## src/rtl/pleiads_pkg.sv

```systemverilog
// Shared constants for the Pleiads ROM loader: FSM states and the ROM region map
// that the phoenix address decode also uses.
package pleiads_pkg;

  typedef enum logic [2:0] {
    ST_EMPTY = 3'd0,
    ST_LOAD  = 3'd1,
    ST_HOLD  = 3'd2,
    ST_RUN   = 3'd3,
    ST_FAIL  = 3'd4
  } state_e;

  // ROM region bases inside the dn_* address space; the palette PROM block is last.
  localparam logic [15:0] PROG_BASE   = 16'h0000;
  localparam logic [15:0] CHR_BG_BASE = 16'h4000;
  localparam logic [15:0] CHR_FG_BASE = 16'h8000;
  localparam logic [15:0] PROM_BASE   = 16'hB000;
  localparam logic [15:0] PROM_SIZE   = 16'h1000;
  localparam logic [15:0] ROM_TOP_DEF = PROM_BASE + PROM_SIZE;

  localparam logic [16:0] BYTE_CNT_MAX = 17'h1FFFF;

  // Full-width compare so high ioctl address bits cannot alias into the ROM map.
  function automatic logic addr_in_rom(input logic [24:0] addr, input logic [15:0] top);
    return addr < {9'd0, top};
  endfunction

endpackage

```

## src/rtl/pleiads_rom_loader.sv

```systemverilog
// ROM download sequencer: registers ioctl writes onto the core dn_* bus, validates the
// image and owns the phoenix core reset (held until a good load, then stretched).
module pleiads_rom_loader
  import pleiads_pkg::*;
#(
  parameter logic [15:0] ROM_TOP   = ROM_TOP_DEF,
  parameter logic [16:0] MIN_BYTES = 17'd49152,
  parameter logic [15:0] RST_HOLD  = 16'd1024
) (
  input  logic        clk_sys,
  input  logic        reset_n,
  input  logic        ioctl_download,
  input  logic        ioctl_wr,
  input  logic [24:0] ioctl_addr,
  input  logic [7:0]  ioctl_dout,
  input  logic        user_reset,
  output logic [15:0] dn_addr,
  output logic [7:0]  dn_data,
  output logic        dn_wr,
  output logic        core_reset,
  output logic        rom_valid,
  output logic        load_err
);

  // Handshake: ioctl_wr is a one-cycle strobe qualified by ioctl_download; every accepted
  // in-range strobe produces exactly one dn_wr pulse one cycle later, with no back-pressure.

  state_e      state_q, state_d;
  logic        dl_q;
  logic [15:0] dn_addr_q, dn_addr_d;
  logic [7:0]  dn_data_q, dn_data_d;
  logic        dn_wr_q, dn_wr_d;
  logic        core_reset_q, core_reset_d;
  logic        rom_valid_q, rom_valid_d;
  logic        load_err_q, load_err_d;
  logic [16:0] byte_cnt_q, byte_cnt_d;
  logic [15:0] hold_cnt_q, hold_cnt_d;
  logic        oor_q, oor_d;

  logic dl_rise;
  logic wr_ok;
  logic in_range;

  always_comb begin
    dl_rise  = ioctl_download & ~dl_q;
    wr_ok    = (state_q == ST_LOAD) & ioctl_download & ioctl_wr;
    in_range = addr_in_rom(ioctl_addr, ROM_TOP);

    dn_wr_d   = wr_ok & in_range;
    dn_addr_d = dn_wr_d ? ioctl_addr[15:0] : dn_addr_q;
    dn_data_d = dn_wr_d ? ioctl_dout : dn_data_q;

    state_d     = state_q;
    byte_cnt_d  = byte_cnt_q;
    hold_cnt_d  = hold_cnt_q;
    oor_d       = oor_q;
    rom_valid_d = rom_valid_q;
    load_err_d  = load_err_q;

    if (dl_rise) begin
      state_d     = ST_LOAD;
      byte_cnt_d  = 17'd0;
      oor_d       = 1'b0;
      rom_valid_d = 1'b0;
      load_err_d  = 1'b0;
    end else begin
      case (state_q)
        ST_LOAD: begin
          if (wr_ok) begin
            if (in_range) begin
              if (byte_cnt_q != BYTE_CNT_MAX) byte_cnt_d = byte_cnt_q + 17'd1;
            end else begin
              oor_d = 1'b1;
            end
          end
          // The last strobe always lands while download is high, so its count is already in byte_cnt_q.
          if (!ioctl_download) begin
            if ((byte_cnt_q >= MIN_BYTES) && !oor_q) begin
              state_d     = ST_HOLD;
              hold_cnt_d  = 16'd0;
              rom_valid_d = 1'b1;
            end else begin
              state_d    = ST_FAIL;
              load_err_d = 1'b1;
            end
          end
        end
        ST_HOLD: begin
          if (user_reset) begin
            hold_cnt_d = 16'd0;
          end else if (hold_cnt_q == RST_HOLD - 16'd1) begin
            state_d = ST_RUN;
          end else begin
            hold_cnt_d = hold_cnt_q + 16'd1;
          end
        end
        ST_RUN: begin
          if (user_reset) begin
            state_d    = ST_HOLD;
            hold_cnt_d = 16'd0;
          end
        end
        default: ;
      endcase
    end

    core_reset_d = (state_d != ST_RUN);
  end

  always_ff @(posedge clk_sys or negedge reset_n) begin
    if (!reset_n) begin
      state_q      <= ST_EMPTY;
      dl_q         <= 1'b0;
      dn_addr_q    <= 16'd0;
      dn_data_q    <= 8'd0;
      dn_wr_q      <= 1'b0;
      core_reset_q <= 1'b1;
      rom_valid_q  <= 1'b0;
      load_err_q   <= 1'b0;
      byte_cnt_q   <= 17'd0;
      hold_cnt_q   <= 16'd0;
      oor_q        <= 1'b0;
    end else begin
      state_q      <= state_d;
      dl_q         <= ioctl_download;
      dn_addr_q    <= dn_addr_d;
      dn_data_q    <= dn_data_d;
      dn_wr_q      <= dn_wr_d;
      core_reset_q <= core_reset_d;
      rom_valid_q  <= rom_valid_d;
      load_err_q   <= load_err_d;
      byte_cnt_q   <= byte_cnt_d;
      hold_cnt_q   <= hold_cnt_d;
      oor_q        <= oor_d;
    end
  end

  assign dn_addr    = dn_addr_q;
  assign dn_data    = dn_data_q;
  assign dn_wr      = dn_wr_q;
  assign core_reset = core_reset_q;
  assign rom_valid  = rom_valid_q;
  assign load_err   = load_err_q;

endmodule
```

## config.mk

```make
export PLATFORM = sky130hd
export DESIGN_NAME = pleiads_rom_loader
export DESIGN_NICKNAME = d
export VERILOG_FILES = /design/src/rtl/pleiads_pkg.sv /design/src/rtl/pleiads_rom_loader.sv
export SDC_FILE = /design/constraint.sdc
export NUM_CORES = 1
export LEC_CHECK = 0
export ABC_AREA = 0
export CAP_MARGIN = 20
export CORE_ASPECT_RATIO = 1.1
export CORE_MARGIN = 5
export CORE_UTILIZATION = 46
export DETAILED_ROUTE_END_ITERATION = 8
export PLACE_DENSITY_LB_ADDON = 0.15
export SYNTH_ARGS = -nofsm -noshare
export SYNTH_HDL_FRONTEND = slang
export SYNTH_SLANG_ARGS = --single-unit
```

## constraint.sdc

```tcl
create_clock -name clk_sys -period 2.1 [get_ports clk_sys]
set_input_delay 0.315 -clock clk_sys [delete_from_list [all_inputs] [get_ports clk_sys]]
set_output_delay 0.315 -clock clk_sys [all_outputs]
set_load 0.02 [all_outputs]
```

==> results.json, run 1 <==
{
  "run_status": "finished with violations",
  "violations": "negative hold slack, negative setup slack",
  "io_pins": 66,
  "rsz0062_at_grt": "true",
  "grt_antenna_before_repair": 0,
  "critPathLaunch": "byte_cnt_q[2]$_DFFE_PN0P_",
  "initial_core_util": 0.4641,
  "portBuffers": 65,
  "top_usage_layer": "met2",
  "dieWidth_um": 89.70,
  "final_common_cell": "dfrtp_1",
  "worstPathArrival_ns": 2.42,
  "dp.final_hpwl_mm": 5.914,
  "synthDistinctLibCells": 44,
  "yosysWarnings": 0,
  "dp_cells": 496,
  "ctsHtreeMaxLevel": 3,
  "hold_path_class": "in -> async",
  "ir_drop_uv": 484.9,
  "path_class": "reg -> reg",
  "cp_cell_sequence": "and4_4, nand4_1, buf_4, buf_4, buf_4, or4_4, buf_6, buf_6, xor2_1, nor2_1",
  "row_count": 32,
  "grt_max_degree": 29,
  "max_stage_delay_ns": 0.53,
  "cts_tree": "done",
  "crit_cells": 10,
  "cp.required_ns": 2.32,
  "postSynthAreaPerCell_um2": 10.24,
  "slowest_stage": "or4_4",
  "synth_enable_flop_cells": 0,
  "grt_pass1_vias": 3058,
  "synthCells": 314,
  "synth.top_cell.area_share": 0.5060,
  "max_slew_margin": 0.5771,
  "wire_per_inst_um": 15.93,
  "synth-seq-cells": 66,
  "path_delay_family": "simple AND/OR/NAND/NOR gates",
  "fillCellCount": 551,
  "leakage_nw": 2.208,
  "antenna_left": 0,
  "worst_slew_pin_slew_ns": 0.6344,
  "max_freq_ghz": 0.4543,
  "clock-root-buffer": "clkbuf_8",
  "netlist_area_um2": 3214,
  "finalCriticalPeriod_ns": 2.201,
  "worst_path_most_repeated_cell": "buf_4",
  "finalNonFillerCells": 520,
  "syn-num-nets": 356,
  "use_met2": 0.3300,
  "critPathMaxFanout": 3,
  "grt_pass1_wl_mm": 13.97,
  "ys_seq_area_frac": 0.5142,
  "maxCapViolCount": 0,
  "drt_iter0_markers": 154,
  "fp.coreArea_um2": 6927,
  "fin_crit_sh": 1.048,
  "drive_gt1_frac": 0.2897,
  "finalSetupViolations": 8,
  "clk_pin_slew_ns": 0.08,
  "crit_end": "byte_cnt_q[10]$_DFFE_PN0P_",
  "die_h_um": 97.67,
  "routed_wl_mm": 8.286,
  "cp-end-kind": "flip-flop",
  "whs_ns": -0.01311,
  "cts_hold_buf": 0,
  "async_reset_ff_frac": 1.000,
  "critPathLaunchType": "flip-flop",
  "cts.sinks": 66,
  "regToRegEndpoint": "byte_cnt_q[10]$_DFFE_PN0P_",
  "synth-main-ff-cell": "dfrtp_1",
  "cp_num_buf_inv": 5,
  "hold_violations": 4,
  "die-area_um2": 8761,
  "nets": 472,
  "synth_top_cell_by_area": "dfrtp_1",
  "drc": 0,
  "syn2layout_area_growth_pct": 47.06,
  "use_met1": 0.2154,
  "synth_area_leaders": "dfrtp_1 51%, mux2_2 8.4%, nor2_1 3.9%, o21ai_0 3.0%, nand2_1 2.6%",
  "cts_buffers": 9,
  "grt.overflow.total": 0,
  "slew_violations": 0,
  "viasPerCell": 5.454,
  "r2r_start": "byte_cnt_q[2]$_DFFE_PN0P_",
  "vias": 2836,
  "worst_slack_ns": -0.1012,
  "clk_latency_ns": 0.34,
  "skew_ns": 0.01009,
  "rr_worst_depth": 10,
  "gp_congestion": 0.8049,
  "met3_usage": 0.08908,
  "cts_buffer_depth": 2,
  "rrSetupSlack_ns": -0.10,
  "grt_use_total": 0.1933,
  "p_per_area_nw_per_um2": 597.1,
  "final_cell_mix": "65 x dfrtp_1, 64 x clkdlybuf4s50_1, 49 x buf_4",
  "antenna_cells": 0,
  "dr.pass1.iters": 4
}
-- sequential cells by signal, indices dropped and copies added (netlist names) --
register    cells
byte_cnt_q     17
dn_addr        16
hold_cnt_q     16
dn_data         8
state_q         3
core_reset      1
dl_q            1
dn_wr           1
load_err        1
oor_q           1
rom_valid       1
-- report_power, final --
part           switching [mW]  internal [mW]
Clock                   0.495          0.607
Combinational           0.192          0.184
Sequential             0.0323           1.31
-- metrics by stage --
stage          power (mW)  worst slack, ns  TNS, ns  cell area (µm²)    util
6_report            2.822          -0.1012  -0.4119             4727  0.6824
5_1_grt             2.948          -0.2284   -2.080             4727  0.6824
4_1_cts             2.836         -0.08409  -0.2730             4576  0.6606
3_5_place_dp        1.733          -0.1741   -5.595             4279  0.6178
3_3_place_gp        1.724          -0.1410   -4.463             4279  0.6178
2_1_floorplan       1.520         -0.09598  -0.3723             3237       -
-- synth_stat cells (2+ instances only) --
| master | count |
|---|---|
| a21o_1 | 4 |
| a21oi_1 | 12 |
| a31oi_1 | 6 |
| a41o_1 | 4 |
| and3_1 | 11 |
| buf_2 | 3 |
| buf_6 | 2 |
| clkbuf_1 | 10 |
| dfrtp_1 | 65 |
| ha_1 | 4 |
| inv_1 | 9 |
| mux2_2 | 24 |
| mux2i_1 | 2 |
| nand2_1 | 22 |
| nand2b_1 | 2 |
| nand3_1 | 14 |
| nand4_1 | 7 |
| nor2_1 | 33 |
| nor3_1 | 10 |
| nor4_1 | 7 |
| o211ai_1 | 4 |
| o21ai_0 | 19 |
| o31ai_1 | 6 |
| or2_1 | 2 |
| or3_1 | 5 |
| or4_1 | 2 |
| xnor2_1 | 8 |
-- final cells by class --
class,instances,area [µm²],share of cell area
repair buffers,120,1099,0.2324
flip-flops and latches,66,1653,0.3497
inverters,9,33.78,0.007147
clock buffers,11,151.4,0.03203
clock inverters,5,52.55,0.01112
multi-input cells,224,1632,0.3452
well taps,85,106.4,0.02250
-- layer usage --
| layer | routed length, µm | share of wire |
|---|---|---|
| met1 | 3383 | 0.41 |
| met2 | 4079 | 0.49 |
| met3 | 747 | 0.090 |
| met4 | 76 | 0.0092 |
| met5 | 0 | 0 |
-- kinds of logic after synthesis --
logic type,share of synthesized area
xor+xnor,0.02452
mux,0.09031
simple gates,0.2028
flops,0.5142
compound gates,0.1187
buf+inv,0.03386
fa+ha+maj,0.01557
-- repair_timing --
item,CTS,global route
pin swaps,9,10
endpoints found under the setup margin,9,54
resized for setup,9,26
buffers inserted,6,2
-- how the worst min path moves through the flow --
stage	from	to	slack, ns	cells past startpoint
6_report	reset_n	state_q[2]$_DFF_PN0_	-0.01	1
5_1_grt	reset_n	state_q[2]$_DFF_PN0_	0.03	1
4_1_cts	reset_n	state_q[2]$_DFF_PN0_	0.01	1
3_5_place_dp	reset_n	state_q[2]$_DFF_PN0_	0.38	1
3_3_place_gp	reset_n	load_err$_DFFE_PN0P_	0.38	1
2_1_floorplan	reset_n	byte_cnt_q[0]$_DFFE_PN0P_	0.02	0
Power figures use the tool's default switching activity.
==> run 2: changes to the inputs <==
--- a/config.mk
+++ b/config.mk
@@ -12,6 +12,7 @@
 export CORE_UTILIZATION = 46
 export DETAILED_ROUTE_END_ITERATION = 8
 export PLACE_DENSITY_LB_ADDON = 0.15
+export SKIP_CTS_REPAIR_TIMING = 1
 export SYNTH_ARGS = -nofsm -noshare
 export SYNTH_HDL_FRONTEND = slang
 export SYNTH_SLANG_ARGS = --single-unit
==> run 2 against run 1 <==
  * The run still ends with negative hold slack, negative setup slack left
  * Worst hold slack lost 0.0051 ns
  * Flip-flop and latch count did not move
  * Via count shrank 0.53%
  * Setup slack gained 0.0081 ns
  * Critical endpoint is now byte_cnt_q[12]$_DFFE_PN0P_
  * First-iteration DRC count up 7.1%
  * Global-route usage is 0.16 points lower
  * Critical path type unchanged
  * Non-clock buffer count decreased by 5
  * Largest cell class unchanged
  * Fmax rose by 0.37%
  * Core utilization is 1.3 points lower
  * Die area is the same
==> results.json, run 2 (synthesized netlist as in run 1, its figures left out) <==
{
  "run_status": "finished with violations",
  "violations": "negative hold slack, negative setup slack",
  "worst_slack_ns": -0.09314,
  "slew_violations": 0,
  "drt_iter0_markers": 165,
  "io_pins": 66,
  "largest_register_ffs": 17,
  "p_per_area_nw_per_um2": 607.9,
  "finalSetupViolations": 2,
  "cts_buffers": 9,
  "dieWidth_um": 89.70,
  "worstPathArrival_ns": 2.45,
  "worst_path_most_repeated_cell": "and3_4",
  "cp_num_buf_inv": 0,
  "p_comb_frac": 0.133,
  "dp_cells": 496,
  "cts_tree": "done",
  "skew_ns": 0.01090,
  "cp.required_ns": 2.36,
  "worst_slew_pin_slew_ns": 0.6268,
  "grt_max_degree": 29,
  "drc": 0,
  "grt.overflow.total": 0,
  "maxCapViolCount": 0,
  "cts_buffer_depth": 2,
  "die-area_um2": 8761,
  "path_delay_family": "simple AND/OR/NAND/NOR gates",
  "die_h_um": 97.67,
  "p_int_mw": 2.103,
  "antenna_cells": 0,
  "antenna_left": 0,
  "dp.final_hpwl_mm": 5.914,
  "grt_use_total": 0.1916,
  "hold_violations": 4,
  "dr.pass1.iters": 4,
  "largest-register": "byte_cnt_q",
  "dp_slack_ns": -0.1741,
  "fp.coreArea_um2": 6927,
  "row_count": 32,
  "grt_antenna_before_repair": 0,
  "leakage_nw": 2.127,
  "cp-end-kind": "flip-flop",
  "clk_latency_ns": 0.34,
  "power.total_mw": 2.820,
  "setup_tns_ns": -0.1617,
  "whs_ns": -0.01822,
  "ir_drop_uv": 487.3,
  "max_slew_margin": 0.5822,
  "seq_power_share": 0.476,
  "drive_gt1_frac": 0.2721,
  "finalCriticalPeriod_ns": 2.193,
  "grt_pass1_wl_mm": 13.86,
  "max_stage_delay_ns": 0.54,
  "power_switching_mw": 0.7173,
  "vias": 2821,
  "cts.sinks": 66,
  "wire_per_inst_um": 15.91,
  "routed_wl_mm": 8.194,
  "nets": 467,
  "syn2layout_area_growth_pct": 44.34,
  "hold_path_class": "in -> async",
  "clk_pin_slew_ns": 0.08,
  "grt_pass1_vias": 3012,
  "critPathLaunchType": "flip-flop",
  "initial_core_util": 0.4641,
  "gp_congestion": 0.8049,
  "p_clk_frac": 0.391,
  "max_freq_ghz": 0.4560,
  "finalNonFillerCells": 515,
  "critPathMaxFanout": 5,
  "rsz0062_at_grt": "true",
  "clock-root-buffer": "clkbuf_8",
  "p_sw_frac": 0.2543,
  "viasPerCell": 5.478,
  "final_cell_mix": "65 x dfrtp_1, 64 x clkdlybuf4s50_1, 47 x buf_4",
  "fin_crit_sh": 1.044,
  "slowest_stage": "or4_4",
  "path_class": "reg -> reg",
  "ctsHtreeMaxLevel": 3,
  "portBuffers": 65,
  "final_common_cell": "dfrtp_1",
  "cp_cell_sequence": "and3_4, and3_4, and3_4, ha_4, or4_4, or3_4, a21oi_2"
}
run 2: cell types whose count changed in the layout (fill, tap and decap cells not counted), moves of 2 or more:
cell	previous run	this run
xnor2_2	2	0
buf_4	49	47
or3_1	2	4
buf_6	4	1
xnor2_1	6	8
nor4_4	4	1
or3_4	3	1
nor4_2	2	4
run 2: power groups by stage:
stage	logic (mW)	clock network [mW]	registers (mW)
final	0.374	1.10	1.34
after global routing	0.419	1.18	1.35
after CTS	0.367	1.12	1.34
after detailed placement	0.365	0	1.37
after global placement	0.359	0	1.37
after floorplan	0.139	0	1.38
run 2: metrics by stage:
stage / util / area, µm²
CTS: 0.6472 / 4483
detailed placement: 0.6178 / 4279
global placement: 0.6178 / 4279
global route: 0.6698 / 4639
floorplan: - / 3237
finish: 0.6698 / 4639
run 2: final cells by class:
class                      count  area [µm²]
timing repair buffer         115        1050
sequential                    66        1653
fill                         566        2287
multi-input combinational    224        1593
clock inverter                 5       52.55
tap                           85       106.4
clock buffer                  11       151.4
inverter                       9       33.78
run 2: path summary, 6_finish.rpt:
kind / startpoint / to / slack, ns / depth (start not counted)
setup / recovery: byte_cnt_q[11]$_DFFE_PN0P_ / byte_cnt_q[12]$_DFFE_PN0P_ / -0.09 / 7
hold / removal: reset_n / state_q[2]$_DFF_PN0_ / -0.02 / 1
setup reg to reg: byte_cnt_q[11]$_DFFE_PN0P_ / byte_cnt_q[12]$_DFFE_PN0P_ / -0.09 / 7
hold reg to reg: hold_cnt_q[9]$_DFFE_PN0P_ / hold_cnt_q[9]$_DFFE_PN0P_ / 0.49 / 1
max in group asynchronous: reset_n / byte_cnt_q[12]$_DFFE_PN0P_ / 1.48 / 2
min in group clk_sys: hold_cnt_q[9]$_DFFE_PN0P_ / hold_cnt_q[9]$_DFFE_PN0P_ / 0.49 / 1
run 2: metal layers:
| layer | global-route usage | up-vias | part of all wire |
|---|---|---|---|
| met5 | 0 | - | 0 |
| met4 | 0.05349 | 0 | 0.015 |
| met3 | 0.08908 | 12 | 0.093 |
| met2 | 0.3226 | 102 | 0.48 |
| met1 | 0.2169 | 1348 | 0.41 |
| li1 | - | 1359 | - |
==> run 3: changes to the inputs <==
--- a/config.mk
+++ b/config.mk
@@ -11,6 +11,7 @@
 export CORE_MARGIN = 5
 export CORE_UTILIZATION = 46
 export DETAILED_ROUTE_END_ITERATION = 8
+export GPL_ROUTABILITY_DRIVEN = 0
 export PLACE_DENSITY_LB_ADDON = 0.15
 export SKIP_CTS_REPAIR_TIMING = 1
 export SYNTH_ARGS = -nofsm -noshare
==> results of run 3 <==
Same layout as run 2: the final DEF is identical, and so are final timing and power.
